File: src/rtl/hazard_ctrl.sv
// hazard_ctrl: pipeline hazard controller for an F/D/E/M pipeline.
//
// Generates load-use stalls, taken-branch shadow flushes, operand forwarding
// selects and the sticky ebreak halt. All control outputs are combinational
// from registered state and stage-register outputs.
//
// Optional feature: define HAZARD_PERF_EN to enable saturating stall/flush
// cycle counters. When undefined, stall_cycles_ and flush_cycles_ read 0.
//
// Ports:
//   _clk, _rst               clock, synchronous active-high reset
//   _d_*                     decode-stage valid, sources and source-use flags
//   _e_*                     execute-stage valid, rd, writeback enable/source,
//                            branch-taken
//   _m_*                     memory-stage valid, rd, writeback enable, ebreak
//   sig_lw_blocked_          hold F and D, inject bubble into E
//   sig_flush_               invalidate F and D entries
//   fwd_rs1_sel_/rs2_sel_    0 regfile, 1 E result, 2 M writeback value
//   halted_                  core halted on ebreak (sticky until reset)
//   stall_cycles_            stall perf counter
//   flush_cycles_            flush perf counter
module hazard_ctrl #(
   parameter int unsigned BRANCH_SHADOW = 2,
   parameter logic [1:0]  LOAD_SRC      = 2'b01
) (
   input  logic        _clk,
   input  logic        _rst,
   input  logic        _d_valid,
   input  logic [4:0]  _d_rs1,
   input  logic [4:0]  _d_rs2,
   input  logic        _d_use_rs1,
   input  logic        _d_use_rs2,
   input  logic        _e_valid,
   input  logic [4:0]  _e_rd,
   input  logic        _e_wb_we,
   input  logic [1:0]  _e_wb_src,
   input  logic        _e_branch_taken,
   input  logic        _m_valid,
   input  logic [4:0]  _m_rd,
   input  logic        _m_wb_we,
   input  logic        _m_ebreak,
   output logic        sig_lw_blocked_,
   output logic        sig_flush_,
   output logic [1:0]  fwd_rs1_sel_,
   output logic [1:0]  fwd_rs2_sel_,
   output logic        halted_,
   output logic [31:0] stall_cycles_,
   output logic [31:0] flush_cycles_
);

   typedef enum logic [1:0] {StIdle, StLwStall, StBrFlush, StHalt} state_e;

   // Remaining shadow cycles loaded when a taken branch resolves.
   localparam logic [1:0] ShadowInit = 2'(BRANCH_SHADOW - 1);

   state_e     state_q, state_d;
   logic [1:0] shadow_q, shadow_d;
   logic       halted_q;
   logic       lu, br, eb;

   assign eb = _m_valid & _m_ebreak;
   assign br = _e_valid & _e_branch_taken;

   // Load in E whose destination is read by the instruction in D.
   assign lu = _d_valid & _e_valid & _e_wb_we & (_e_wb_src == LOAD_SRC) & (_e_rd != 5'd0) &
               ((_d_use_rs1 & (_d_rs1 == _e_rd)) | (_d_use_rs2 & (_d_rs2 == _e_rd)));

   // State register
   always_ff @(posedge _clk) begin
      if (_rst) begin
         state_q  <= StIdle;
         shadow_q <= 2'd0;
         halted_q <= 1'b0;
      end else begin
         state_q  <= state_d;
         shadow_q <= shadow_d;
         if (state_d == StHalt) halted_q <= 1'b1;
      end
   end

   // Next-state logic
   always_comb begin
      state_d  = state_q;
      shadow_d = shadow_q;
      unique case (state_q)
         StIdle, StLwStall: begin
            if (eb) begin
               state_d = StHalt;
            end else if (br) begin
               shadow_d = ShadowInit;
               state_d  = (ShadowInit != 2'd0) ? StBrFlush : StIdle;
            end else if (state_q == StIdle && lu) begin
               state_d = StLwStall;
            end else begin
               state_d = StIdle;
            end
         end
         StBrFlush: begin
            if (eb) begin
               state_d = StHalt;
            end else begin
               shadow_d = shadow_q - 2'd1;
               // Last shadow cycle once the decremented count reaches zero.
               if (shadow_q <= 2'd1) state_d = StIdle;
            end
         end
         StHalt: state_d = StHalt;
         default: state_d = StIdle;
      endcase
   end

   function automatic logic [1:0] fwd_sel(input logic [4:0] rs);
      // A load in E has no result yet, so it never forwards from E.
      if (_e_valid && _e_wb_we && _e_rd != 5'd0 && _e_rd == rs && _e_wb_src != LOAD_SRC)
         return 2'd1;
      else if (_m_valid && _m_wb_we && _m_rd != 5'd0 && _m_rd == rs)
         return 2'd2;
      else
         return 2'd0;
   endfunction

   // Output logic
   always_comb begin
      sig_lw_blocked_ = 1'b0;
      sig_flush_      = 1'b0;
      fwd_rs1_sel_    = 2'd0;
      fwd_rs2_sel_    = 2'd0;
      unique case (state_q)
         StIdle: begin
            sig_flush_      = br & ~eb;
            sig_lw_blocked_ = lu & ~eb & ~br;
         end
         StLwStall: sig_flush_ = br & ~eb;
         StBrFlush: sig_flush_ = 1'b1;
         StHalt: begin
            sig_lw_blocked_ = 1'b1;
            sig_flush_      = 1'b1;
         end
         default: ;
      endcase
      if (state_q != StHalt) begin
         fwd_rs1_sel_ = fwd_sel(_d_rs1);
         fwd_rs2_sel_ = fwd_sel(_d_rs2);
      end
   end

   assign halted_ = halted_q;

`ifdef HAZARD_PERF_EN
   logic [31:0] stall_q, flush_q;

   always_ff @(posedge _clk) begin
      if (_rst) begin
         stall_q <= 32'd0;
         flush_q <= 32'd0;
      end else if (state_q != StHalt) begin
         if (sig_lw_blocked_ && stall_q != 32'hFFFF_FFFF) stall_q <= stall_q + 32'd1;
         if (sig_flush_ && flush_q != 32'hFFFF_FFFF) flush_q <= flush_q + 32'd1;
      end
   end

   assign stall_cycles_ = stall_q;
   assign flush_cycles_ = flush_q;
`else
   assign stall_cycles_ = 32'd0;
   assign flush_cycles_ = 32'd0;
`endif

endmodule

File: config.mk
export PLATFORM = sky130hd
export DESIGN_NAME = hazard_ctrl
export DESIGN_NICKNAME = d
export VERILOG_FILES = /design/src/rtl/hazard_ctrl.sv
export SDC_FILE = /design/constraint.sdc
export NUM_CORES = 1
export LEC_CHECK = 0
export BUFFER_PORTS_ARGS = -buffer_cell sky130_fd_sc_hd__buf_2
export CAP_MARGIN = 30
export CORE_ASPECT_RATIO = 0.8
export CORE_MARGIN = 1.5
export CORE_UTILIZATION = 35
export DETAILED_ROUTE_END_ITERATION = 8
export GPL_TIMING_DRIVEN = 0
export HOLD_SLACK_MARGIN = 0.12
export PLACE_DENSITY = 0.75
export SYNTH_ARGS = -nofsm -noshare
export SYNTH_HDL_FRONTEND = slang
export SYNTH_SLANG_ARGS = --single-unit
export TNS_END_PERCENT = 1
File: constraint.sdc
create_clock -name _clk -period 1.85 [get_ports _clk]
set_input_delay 0.37 -clock _clk [delete_from_list [all_inputs] [get_ports _clk]]
set_output_delay 0.37 -clock _clk [all_outputs]
set_load 0.005 [all_outputs]
Word-level counts from Yosys, hierarchy flattened:

Cells that the tools add are included.

* bits in registers: 5
* input bits: 33
* output and inout bits: 71
* logic and storage cells: 72

* add/sub/neg operators: 1
* order comparisons: 1
* equality and inequality tests: 16
* multiplexer cells: 18
* bitwise gates (word level): 15
* reductions and logical operators: 18

Operators by type and width (count)
* $eq A5 B5 Y1: 6
* $mux W2: 13
* $and A1 B1 Y1: 12
* $logic_and A1 B1 Y1: 11
* $reduce_bool A5 Y1: 2
* $eq A2 B2 Y1 const B: 3
* $ne A2 B2 Y1 const B: 3
* $pmux W2 S3: 1
* $eq A2 B1 Y1 const B: 2
* $ne A2 B1 Y1 const B: 2
* $pmux W1 S2: 2
* $pmux W2 S2: 1
* $reduce_and A4 Y1: 1
* $reduce_or A2 Y1: 2
* $le A2 B1 Y1 const B: 1
* $logic_not A2 Y1: 1
* $not A1 Y1: 2
* $reduce_bool A2 Y1: 1
* $sub A2 B1 Y2 const B: 1
* $mux W1: 1
* $or A1 B1 Y1: 1

Longest topological paths before layout:

* depth in word-level cells: 11
* mapped depth: 7

Worst setup path after synthesis:

No wires, ideal clock.

* kind: input port to output port
* start point: in _e_rd[0]
* end point: out fwd_rs2_sel_[1]
* arrival: 1.426 ns
* required time: 1.480 ns
* setup slack: 0.054 ns
* stages on the path: 4
* buffers on the path: 0
* path through: or3_1 > o311a_1 > and2_4 > a211oi_2

* cells in the longest elaborated chain, start to end: 6
* elaborated cells between the ends (all ways): 7
* those cells by class: eq/ne (1); mux (2); reduce/logical (4)

Ends and longest elaborated chain
* from (decl): RTL line 34 `input logic [4:0] _e_rd,`
* $reduce_bool A5 Y1: RTL line 114 `if (_e_valid && _e_wb_we && _e_rd != 5'd0 && _e_rd == rs && _e_wb_src != LOAD_SRC)`
* $logic_and A1 B1 Y1: RTL line 114
* $logic_and A1 B1 Y1 (*) (2 in series): RTL line 114
* $mux W2 (*): RTL line 114
* $mux W2 (*): RTL line 141 `if (state_q != StHalt) begin`
* to (decl): RTL line 45 `output logic [1:0] fwd_rs2_sel_,`

Mark *: on every way between the ends. The rest lies on a longest branch, timed or not.

Worst setup path in the final report:

* start point: in _e_rd[2]
* end point: out fwd_rs2_sel_[1]

The elaborated chain is that of the path after synthesis.

==> results.py <==
metrics = {
    "layout": {
        "stdcell_count": 296,
        "final_cell_area_um2": 1815,
        "area_growth_pct": 62.30,
        "nNetsFinal": 295,
        "fin_util": 0.5927,
        "drive_above_1_share": 0.5000,
        "n_antenna_cell": 0,
    },
    "place": {
        "gp_congestion": 0.9109,
        "dp_hpwl_um": 2200,
        "dp_cells": 286,
        "place_area_um2": 1600,
        "io_buffers": 39,
        "pre_cts_ws_ns": -0.2537,
    },
    "floorplan": {
        "die-area_um2": 3546,
        "core-area_um2": 3063,
        "die_w_um": 66.21,
        "start_util": 0.3652,
        "fp.dieH_um": 53.57,
        "row_count": 18,
        "io_pins": 104,
    },
    "synthesis": {
        "syn_avg_cell_area_um2": 7.768,
        "synth_edf_count": 0,
        "synthCells": 144,
        "synth_top_area_cell": "buf_4",
        "ys_ff_latch": 5,
        "synth_top_area_share": 0.4295,
        "synth.most_common_cell": "buf_4",
        "ys_types": 32,
        "synth_common_cells": "buf_4, xnor2_1, xor2_1",
        "async_flop_share": 0,
        "synth-warning-count": 0,
        "synth-seq-area-share": 0.08949,
        "ys.flop_type": "dfxtp_1",
        "syn-cell-area_um2": 1119,
        "yosys-top-cells-area": "buf_4, dfxtp_1, xnor2_1",
    },
    "sta": {
        "fmax_mhz": 491.5,
        "hold_viol_final": 0,
        "finalWorstSetupSlack_ns": -0.1847,
        "finalSetupViolCount": 5,
        "fin_crit_ns": 2.035,
        "rsz0062_at_grt": "true",
        "fin_crit_sh": 1.100,
        "fin_skew_ns": 0.002693,
        "report.final.slew_viol_count": 0,
        "setup_tns_ns": -0.6750,
    },
    "worst_setup_path": {
        "end_kind": "primary output",
        "worstPathRequired_ns": 1.48,
        "startpoint": "_e_rd[2]",
        "path_cells": "buf_8 > or3_1 > o311a_1 > and2_4 > a211oi_2 > buf_2",
        "crit_slowest_cell": "or3_1",
        "critPathKind": "input port to primary output",
        "cp_num_buf_inv": 2,
        "critical_path_arrival_ns": 1.66,
        "r2r-start": "state_q[0]",
        "cp_top_family": "simple AND/OR/NAND/NOR gates",
        "critPathMaxStageDelay_ns": 0.36,
        "cp_max_fo": 4,
        "worstSetupStartpointType": "input port",
    },
    "grt": {
        "grt_pass1_vias": 887,
        "grt_pass1_wl_um": 3822,
        "grt-ovfl-total": 0,
        "grt_use_total": 0.1431,
        "grt_max_degree": 7,
        "antenna_found_initial": 0,
    },
    "drt": {
        "drc_errors": 0,
        "vias": 1115,
        "drtIter0Drc": 32,
        "via_per_inst": 3.767,
        "postRouteAntennaNets": 0,
        "firstDrtPassIters": 4,
        "routed_wl_um": 2734,
        "wl_per_cell_um": 9.236,
    },
    "clocking": {
        "insertion_delay_ns": 0.22,
        "cts_buffer_depth": 2,
        "cts-root-buf": "clkbuf_8",
        "cts_buffers": 3,
        "cts_sinks": 5,
        "htreeDepth": 1,
        "cts_tree": "done",
        "clk_pin_slew_ns": 0.04,
    },
    "run_status": {
        "status": "finished with violations",
        "violations": "setup timing",
    },
    "job": {
        "cap_violations": 0,
    },
    "power": {
        "power_per_cell_area_nw_per_um2": 356.3,
        "irDropWorstVdd_mv": 0.3078,
        "power_leakage_nw": 1.015,
    },
    "min_path": {
        "hp-start": "_rst",
        "hp-class": "input port to flop",
    },
}
placed cells by master, fill, tap and decap left out, types with 2 or more instances in the layout:
master | Yosys | routed
a21oi_1 | 3 | 2
buf_2 | 0 | 34
inv_1 | 4 | 3
ha_1 | 5 | 4
nor3_2 | 0 | 2
clkbuf_8 | 0 | 3
nand2_1 | 4 | 4
xor2_1 | 10 | 10
buf_4 | 64 | 71
buf_6 | 0 | 3
conb_1 | 1 | 64
nand3_1 | 5 | 5
a211oi_1 | 2 | 2
dfxtp_1 | 5 | 3
o22ai_1 | 2 | 2
and3_4 | 0 | 2
xnor2_1 | 10 | 10
nor2_1 | 5 | 5
area by class of cell:
type / instances / area (µm²)
Inverter: 4 / 17.52
Fill cell: 276 / 1247
Timing Repair Buffer: 45 / 271.5
Buffer: 64 / 480.5
Clock buffer: 4 / 45.04
Tap cell: 40 / 50.05
Multi-Input combinational cell: 134 / 845.8
Sequential cell: 5 / 105.1
sequential cells by signal (all words and copies together), names as in the netlist:
| signal | flops |
|---|---|
| shadow_q | 2 |
| state_q | 2 |
| halted_ | 1 |
report_power, final:
| group | switching [W] | internal (W) |
|---|---|---|
| sequential | 0.00000822 | 0.000116 |
| clock | 0.0000501 | 0.000148 |
| combinational | 0.000144 | 0.000180 |
| total | 0.000203 | 0.000444 |
worst paths after layout:
check / end / slack, ns / depth (start not counted)
min reg2reg: halted_ / 0.46 / 2
max reg2reg: state_q[0] / 0.35 / 5
max: fwd_rs2_sel_[1] / -0.18 / 6
min: shadow_q[0] / 0.39 / 2
kinds of logic after synthesis:
| family | count (synthesis) | synth area share |
|---|---|---|
| AOI/OAI and AO/OA | 16 | 0.1107 |
| DFF | 5 | 0.08949 |
| adders and majority gates | 5 | 0.05593 |
| and+or+nand+nor | 29 | 0.1410 |
| xor gates and xnor gates | 20 | 0.1566 |
| buffers and inverters | 68 | 0.4429 |
| other | 1 | 0.003352 |
routing by layer:
metal / routed length (µm) / vias up / GRT usage
met5: 0 / - / 0
met4: 14 / 0 / 0.04082
met3: 252 / 2 / 0.05649
met2: 1291 / 57 / 0.2367
met1: 1176 / 474 / 0.1740
li1: - / 582 / -
repair_timing:
action / CTS / global route
pin swaps: 5 / 6
gates resized for setup: 14 / 14
hold buffers: 0 / 0
endpoints found under the hold margin: 0 / 0
buffers inserted: 2 / 4
setup endpoints to repair: 5 / 5
metrics by stage:
stage | hold WS (ns) | power [W]
2_1_floorplan | 0.4384 | 0.0003346
3_3_place_gp | 0.4614 | 0.0004046
5_1_grt | 0.4102 | 0.0007045
3_5_place_dp | 0.4613 | 0.0004076
4_1_cts | 0.3898 | 0.0006234
6_report | 0.3944 | 0.0006468
(Power assumes the default switching activity.)
